### src/rtl/multicycle_control_fsm.sv
// Multi-cycle RV32I sequencing controller: steps each instruction through
// fetch/decode/execute/memory/writeback over a single shared memory port,
// drives datapath selects and write enables, and keeps perf counters.
module multicycle_control_fsm #(
    parameter int unsigned CNT_W   = 32,
    parameter int unsigned TIMEOUT = 16
) (
    input  logic             clk,
    input  logic             rst,
    input  logic [6:0]       opcode,
    input  logic             zero,
    input  logic             mem_ready,
    output logic             pc_en,
    output logic             ir_write,
    output logic             oldpc_write,
    output logic             i_or_d,
    output logic             mem_read,
    output logic             mem_write,
    output logic             reg_write,
    output logic             mem_to_reg,
    output logic [1:0]       alu_src_a,
    output logic [1:0]       alu_src_b,
    output logic [1:0]       alu_op,
    output logic             pc_source,
    output logic             instr_done,
    output logic             illegal_instr,
    output logic             mem_fault,
    output logic [3:0]       state,
    output logic [CNT_W-1:0] instret,
    output logic [CNT_W-1:0] cycles
);

    localparam int unsigned TMR_W = (TIMEOUT < 2) ? 1 : $clog2(TIMEOUT + 1);

    localparam logic [6:0] OP_R      = 7'b0110011;
    localparam logic [6:0] OP_I      = 7'b0010011;
    localparam logic [6:0] OP_LOAD   = 7'b0000011;
    localparam logic [6:0] OP_STORE  = 7'b0100011;
    localparam logic [6:0] OP_BRANCH = 7'b1100011;

    typedef enum logic [3:0] {
        S_FETCH    = 4'd0,
        S_DECODE   = 4'd1,
        S_EXEC_R   = 4'd2,
        S_EXEC_I   = 4'd3,
        S_MEM_ADDR = 4'd4,
        S_MEM_RD   = 4'd5,
        S_MEM_WR   = 4'd6,
        S_WB_ALU   = 4'd7,
        S_WB_MEM   = 4'd8,
        S_BRANCH   = 4'd9
    } state_t;

    state_t           state_q;
    state_t           state_d;
    logic [TMR_W-1:0] timer_q;
    logic [CNT_W-1:0] instret_q;
    logic [CNT_W-1:0] cycles_q;
    logic             waiting_c;
    logic             timeout_c;
    logic             pc_write;
    logic             pc_write_cond;

    // States that hold a memory access open while waiting for mem_ready
    assign waiting_c = (state_q == S_FETCH) || (state_q == S_MEM_RD) || (state_q == S_MEM_WR);

    // Access has already waited TIMEOUT cycles and is still not ready
    assign timeout_c = (TIMEOUT != 0) && waiting_c && !mem_ready
                       && (timer_q == TMR_W'(TIMEOUT));

    // State register
    always_ff @(posedge clk) begin
        if (rst) begin
            state_q <= S_FETCH;
        end else begin
            state_q <= state_d;
        end
    end

    // Memory wait timer: counts consecutive stalled cycles of one access
    always_ff @(posedge clk) begin
        if (rst || timeout_c || !waiting_c || mem_ready || (TIMEOUT == 0)) begin
            timer_q <= '0;
        end else begin
            timer_q <= timer_q + TMR_W'(1);
        end
    end

    // Cycle and retired-instruction counters, wrapping
    always_ff @(posedge clk) begin
        if (rst) begin
            cycles_q  <= '0;
            instret_q <= '0;
        end else begin
            cycles_q  <= cycles_q + CNT_W'(1);
            instret_q <= instret_q + CNT_W'(instr_done);
        end
    end

    // Next-state selection
    always_comb begin
        state_d = state_q;
        case (state_q)
            S_FETCH: begin
                if (mem_ready) state_d = S_DECODE;
            end
            S_DECODE: begin
                case (opcode)
                    OP_R:              state_d = S_EXEC_R;
                    OP_I:              state_d = S_EXEC_I;
                    OP_LOAD, OP_STORE: state_d = S_MEM_ADDR;
                    OP_BRANCH:         state_d = S_BRANCH;
                    default:           state_d = S_FETCH;
                endcase
            end
            S_EXEC_R, S_EXEC_I: state_d = S_WB_ALU;
            S_MEM_ADDR: state_d = (opcode == OP_LOAD) ? S_MEM_RD : S_MEM_WR;
            S_MEM_RD: begin
                if (mem_ready)      state_d = S_WB_MEM;
                else if (timeout_c) state_d = S_FETCH;
            end
            S_MEM_WR: begin
                if (mem_ready || timeout_c) state_d = S_FETCH;
            end
            S_WB_ALU, S_WB_MEM, S_BRANCH: state_d = S_FETCH;
            default: state_d = S_FETCH;
        endcase
    end

    // Moore output decode; fetch loads are qualified by mem_ready, all gated by rst
    always_comb begin
        pc_write      = 1'b0;
        pc_write_cond = 1'b0;
        ir_write      = 1'b0;
        oldpc_write   = 1'b0;
        i_or_d        = 1'b0;
        mem_read      = 1'b0;
        mem_write     = 1'b0;
        reg_write     = 1'b0;
        mem_to_reg    = 1'b0;
        alu_src_a     = 2'b00;
        alu_src_b     = 2'b00;
        alu_op        = 2'b00;
        pc_source     = 1'b0;
        instr_done    = 1'b0;
        illegal_instr = 1'b0;
        mem_fault     = 1'b0;
        if (!rst) begin
            mem_fault = timeout_c;
            case (state_q)
                S_FETCH: begin
                    mem_read    = 1'b1;
                    alu_src_b   = 2'b01;
                    ir_write    = mem_ready;
                    oldpc_write = mem_ready;
                    pc_write    = mem_ready;
                end
                S_DECODE: begin
                    alu_src_a = 2'b10;
                    alu_src_b = 2'b10;
                    illegal_instr = !((opcode == OP_R) || (opcode == OP_I) ||
                                      (opcode == OP_LOAD) || (opcode == OP_STORE) ||
                                      (opcode == OP_BRANCH));
                end
                S_EXEC_R: begin
                    alu_src_a = 2'b01;
                    alu_op    = 2'b10;
                end
                S_EXEC_I: begin
                    alu_src_a = 2'b01;
                    alu_src_b = 2'b10;
                    alu_op    = 2'b11;
                end
                S_MEM_ADDR: begin
                    alu_src_a = 2'b01;
                    alu_src_b = 2'b10;
                end
                S_MEM_RD: begin
                    mem_read = 1'b1;
                    i_or_d   = 1'b1;
                end
                S_MEM_WR: begin
                    mem_write  = 1'b1;
                    i_or_d     = 1'b1;
                    instr_done = mem_ready;
                end
                S_WB_ALU: begin
                    reg_write  = 1'b1;
                    instr_done = 1'b1;
                end
                S_WB_MEM: begin
                    reg_write  = 1'b1;
                    mem_to_reg = 1'b1;
                    instr_done = 1'b1;
                end
                S_BRANCH: begin
                    alu_src_a     = 2'b01;
                    alu_op        = 2'b01;
                    pc_write_cond = 1'b1;
                    pc_source     = 1'b1;
                    instr_done    = 1'b1;
                end
                default: mem_fault = 1'b0;
            endcase
        end
        pc_en = pc_write | (pc_write_cond & zero);
    end

    // Debug and counter views read as zero while reset is held
    assign state   = rst ? 4'd0 : state_q;
    assign instret = rst ? '0 : instret_q;
    assign cycles  = rst ? '0 : cycles_q;

endmodule
### config.mk
export PLATFORM = sky130hd
export DESIGN_NAME = multicycle_control_fsm
export DESIGN_NICKNAME = d
export VERILOG_FILES = /design/src/rtl/multicycle_control_fsm.sv
export SDC_FILE = /design/constraint.sdc
export NUM_CORES = 1
export LEC_CHECK = 0
export CAP_MARGIN = 20
export CORE_MARGIN = 2
export CORE_UTILIZATION = 50
export DETAILED_ROUTE_END_ITERATION = 8
export GPL_TIMING_DRIVEN = 0
export PLACE_DENSITY_LB_ADDON = 0.2
export SKIP_CTS_REPAIR_TIMING = 1
export SLEW_MARGIN = 10
export SYNTH_ARGS = -nofsm -noshare
export SYNTH_HDL_FRONTEND = slang
export SYNTH_SLANG_ARGS = --single-unit
### constraint.sdc
create_clock -name clk -period 4.2 [get_ports clk]
set_clock_uncertainty 0.2 [all_clocks]
set_input_delay 0.63 -clock clk [delete_from_list [all_inputs] [get_ports clk]]
set_output_delay 0.63 -clock clk [all_outputs]
set_load 0.005 [all_outputs]
==> results_dict.tcl <==
set metrics [dict create \
    status "completed" \
    hold_viol 0 \
    seqPwrFrac 0.427 \
    io_pins 97 \
    die_area_um2 8860 \
    syn_area_um2 4060 \
    ys_warn_count 0 \
    rows 32 \
    tritoncts "yes" \
    cp.arrival_ps 3900 \
    nets 637 \
    core-area_um2 7810 \
    vias 4084 \
    ys_types 44 \
    diodes 0 \
    period_minus_slack_ps 3870 \
    required_ps 4240 \
    reg2reg_from "state_q[2]" \
    hpwl_um 7690 \
    setup_slack_ps 333 \
    gr-total-overflow 0 \
    p_switching_w 0.000503 \
    syn_inst 515 \
    crit_fanout 10 \
    holdPathEnd "timer_q[0]" \
    power_frac_comb 0.236 \
    worst_pin_slew_ps 613 \
    via_per_inst 5.61 \
    die_height_um 94.1 \
    rsz0062_at_grt "no" \
    drtAntennaViolNets 0 \
    clock_sinks 73 \
    place_ws_ps 91.3 \
    numPortBuffers 95 \
    dr.pass1.iters 5 \
    slew_violations 0 \
    layout_commonest_cell "clkdlybuf4s50_1" \
    cellInternalPower_w 0.00120 \
    die_w_um 94.1 \
    drc 0 \
    grt_pass1_vias 3718 \
    switching_share 0.295 \
    synth_fp_nets 531 \
    grt_pass1_wl_um 17200 \
    syn2layout_area_growth_pct 31.6 \
    p_total_w 0.00171 \
    utilization 0.685 \
    pwr_density_cell_nw_per_um2 319 \
    track_usage 0.242 \
    hp-class "reg -> reg" \
    hp-start "timer_q[0]" \
    cts_buffers 9 \
    drtIter0Drc 199 \
    hold-worst-slack_ps 270 \
    synth-main-ff-cell "dfxtp_1" \
    cap_violations 0 \
    clk_latency_ps 350 \
    drt_wl_total_um 10700 \
    max_slew_margin 0.591 \
    ys_seq_area_frac 0.360 \
    start_util 0.520 \
    yosys_register_bits 73 \
    drive_gt1_frac 0.0703 \
    globalplace.congestion 0.856 \
    synth_area_leaders "dfxtp_1 36%, nor2b_1 9.9%, nor2_1 6.1%" \
    r2r_setup_slack_ps 330 \
    async_flop_share 0 \
    setup_violations 0 \
    startpoint_type "flip-flop" \
    synth_edf_count 0 \
    ir_worst_vdd_mv 0.244 \
    clk_pin_slew_ps 80 \
    antenna_found_initial 0 \
    leakage_nw 1.78 \
    crit_chain "clkbuf_1 -> nor2b_1 -> o211ai_1 -> o21a_1 -> nor2_1 -> ha_1 -> ha_1 -> nand2_1 -> or4_1 -> clkbuf_1 -> nor3_1 -> mux2_2" \
    r2r_cells 12 \
    p_clk_frac 0.338 \
    syn_avg_cell_area_um2 7.89 \
    wl_per_cell_um 14.7 \
    yosys.area.top_type "dfxtp_1" \
    hold_depth 1 \
    clock-root-buffer "clkbuf_8" \
    tns_ps 0 \
    reg2reg_to "instret_q[22]" \
    endpoint_kind "flip-flop" \
    fin_crit_sh 0.921 \
    cp_slowest_cell "or4_1" \
    final_cell_mix "95 x clkdlybuf4s50_1, 73 x dfxtp_1, 66 x nor2_1" \
    crit_type "reg -> reg" \
    synth.top_cell.area_share 0.360 \
    htree_levels 3 \
    clockBufferDepth 2 \
    fmax_mhz 259 \
    grt_max_degree 13 \
    max_stage_delay_ps 550 \
]
-- layer usage --
layer / wire, um / GRT usage
met1: 4750 / 0.329
met2: 4950 / 0.389
met3: 723 / 0.0353
met4: 250 / 0.0930
met5: 0 / 0
-- final cells by class --
cell class / instances / area (um^2)
Sequential cell: 73 / 1460
Fill cell: 657 / 2460
Tap cell: 102 / 128
Multi-Input combinational cell: 392 / 2400
Inverter: 16 / 60.1
Buffer: 34 / 136
Timing Repair Buffer: 95 / 951
Clock buffer: 12 / 155
Clock inverter: 4 / 51.3
-- registers in the layout, indices dropped and copies added, names as in the netlist --
signal,cells
cycles_q,32
instret_q,32
timer_q,5
state_q,4
-- worst max-delay path by stage --
stage / start / to / cells past startpoint
detailed placement: rst / instret_q[22] / 11
finish: state_q[2] / instret_q[22] / 12
CTS: state_q[1] / instret_q[22] / 12
floorplan: rst / instret_q[22] / 11
global placement: rst / instret_q[22] / 11
global route: state_q[1] / instret_q[22] / 12
-- cells by family (layout without fill, tap and decap cells) --
family,count (synthesis),after routing,synth area share
buffers and inverters,50,161,0.0484
AOI/OAI and AO/OA,60,60,0.0887
and+or+nand+nor,281,281,0.375
xor gates and xnor gates,24,24,0.0517
DFF,73,73,0.360
muxes,22,22,0.0607
adders and majority gates,5,5,0.0154
-- Yosys cell counts, types with 2 or more instances --
cell type	n
a21o_1	2
a21oi_1	25
a221oi_1	2
and2_1	3
and3_1	4
and4_1	3
buf_1	5
buf_4	2
clkbuf_1	26
dfxtp_1	73
ha_1	5
inv_1	16
mux2_2	21
nand2_1	23
nand2b_1	3
nand3_1	27
nand4_1	9
nand4bb_1	2
nor2_1	66
nor2b_1	64
nor3_1	29
nor4_1	11
o211ai_1	2
o21ai_0	15
o31ai_1	7
or2_2	2
or3_1	15
or4_1	15
xnor2_1	15
xor2_1	9
-- power groups by stage --
| stage | Combinational, W | Clock (W) | Sequential [W] |
|---|---|---|---|
| 2_1_floorplan | 0.000242 | 0 | 0.000740 |
| 3_3_place_gp | 0.000382 | 0 | 0.000744 |
| 3_5_place_dp | 0.000391 | 0 | 0.000744 |
| 4_1_cts | 0.000395 | 0.000577 | 0.000728 |
| 5_1_grt | 0.000439 | 0.000612 | 0.000733 |
| 6_report | 0.000402 | 0.000576 | 0.000728 |
-- per-stage QoR --
stage / instance area (um^2) / instances
after floorplan: 4060 / 515
after global placement: 5140 / 712
after detailed placement: 5140 / 712
after CTS: 5350 / 728
after global routing: 5350 / 728
final: 5350 / 728
-- worst max-delay path, delay by kind of cell, from the launching register on --
kind | cells | cell delay (ps)
AO/OA/AOI/OAI | 2 | 310
adder cells (fa/ha/maj) | 2 | 550
buffers and inverters | 2 | 590
flip-flops | 1 | 310
multiplexers | 1 | 350
AND/OR/NAND/NOR | 5 | 1450
(Power assumes the default switching activity.)
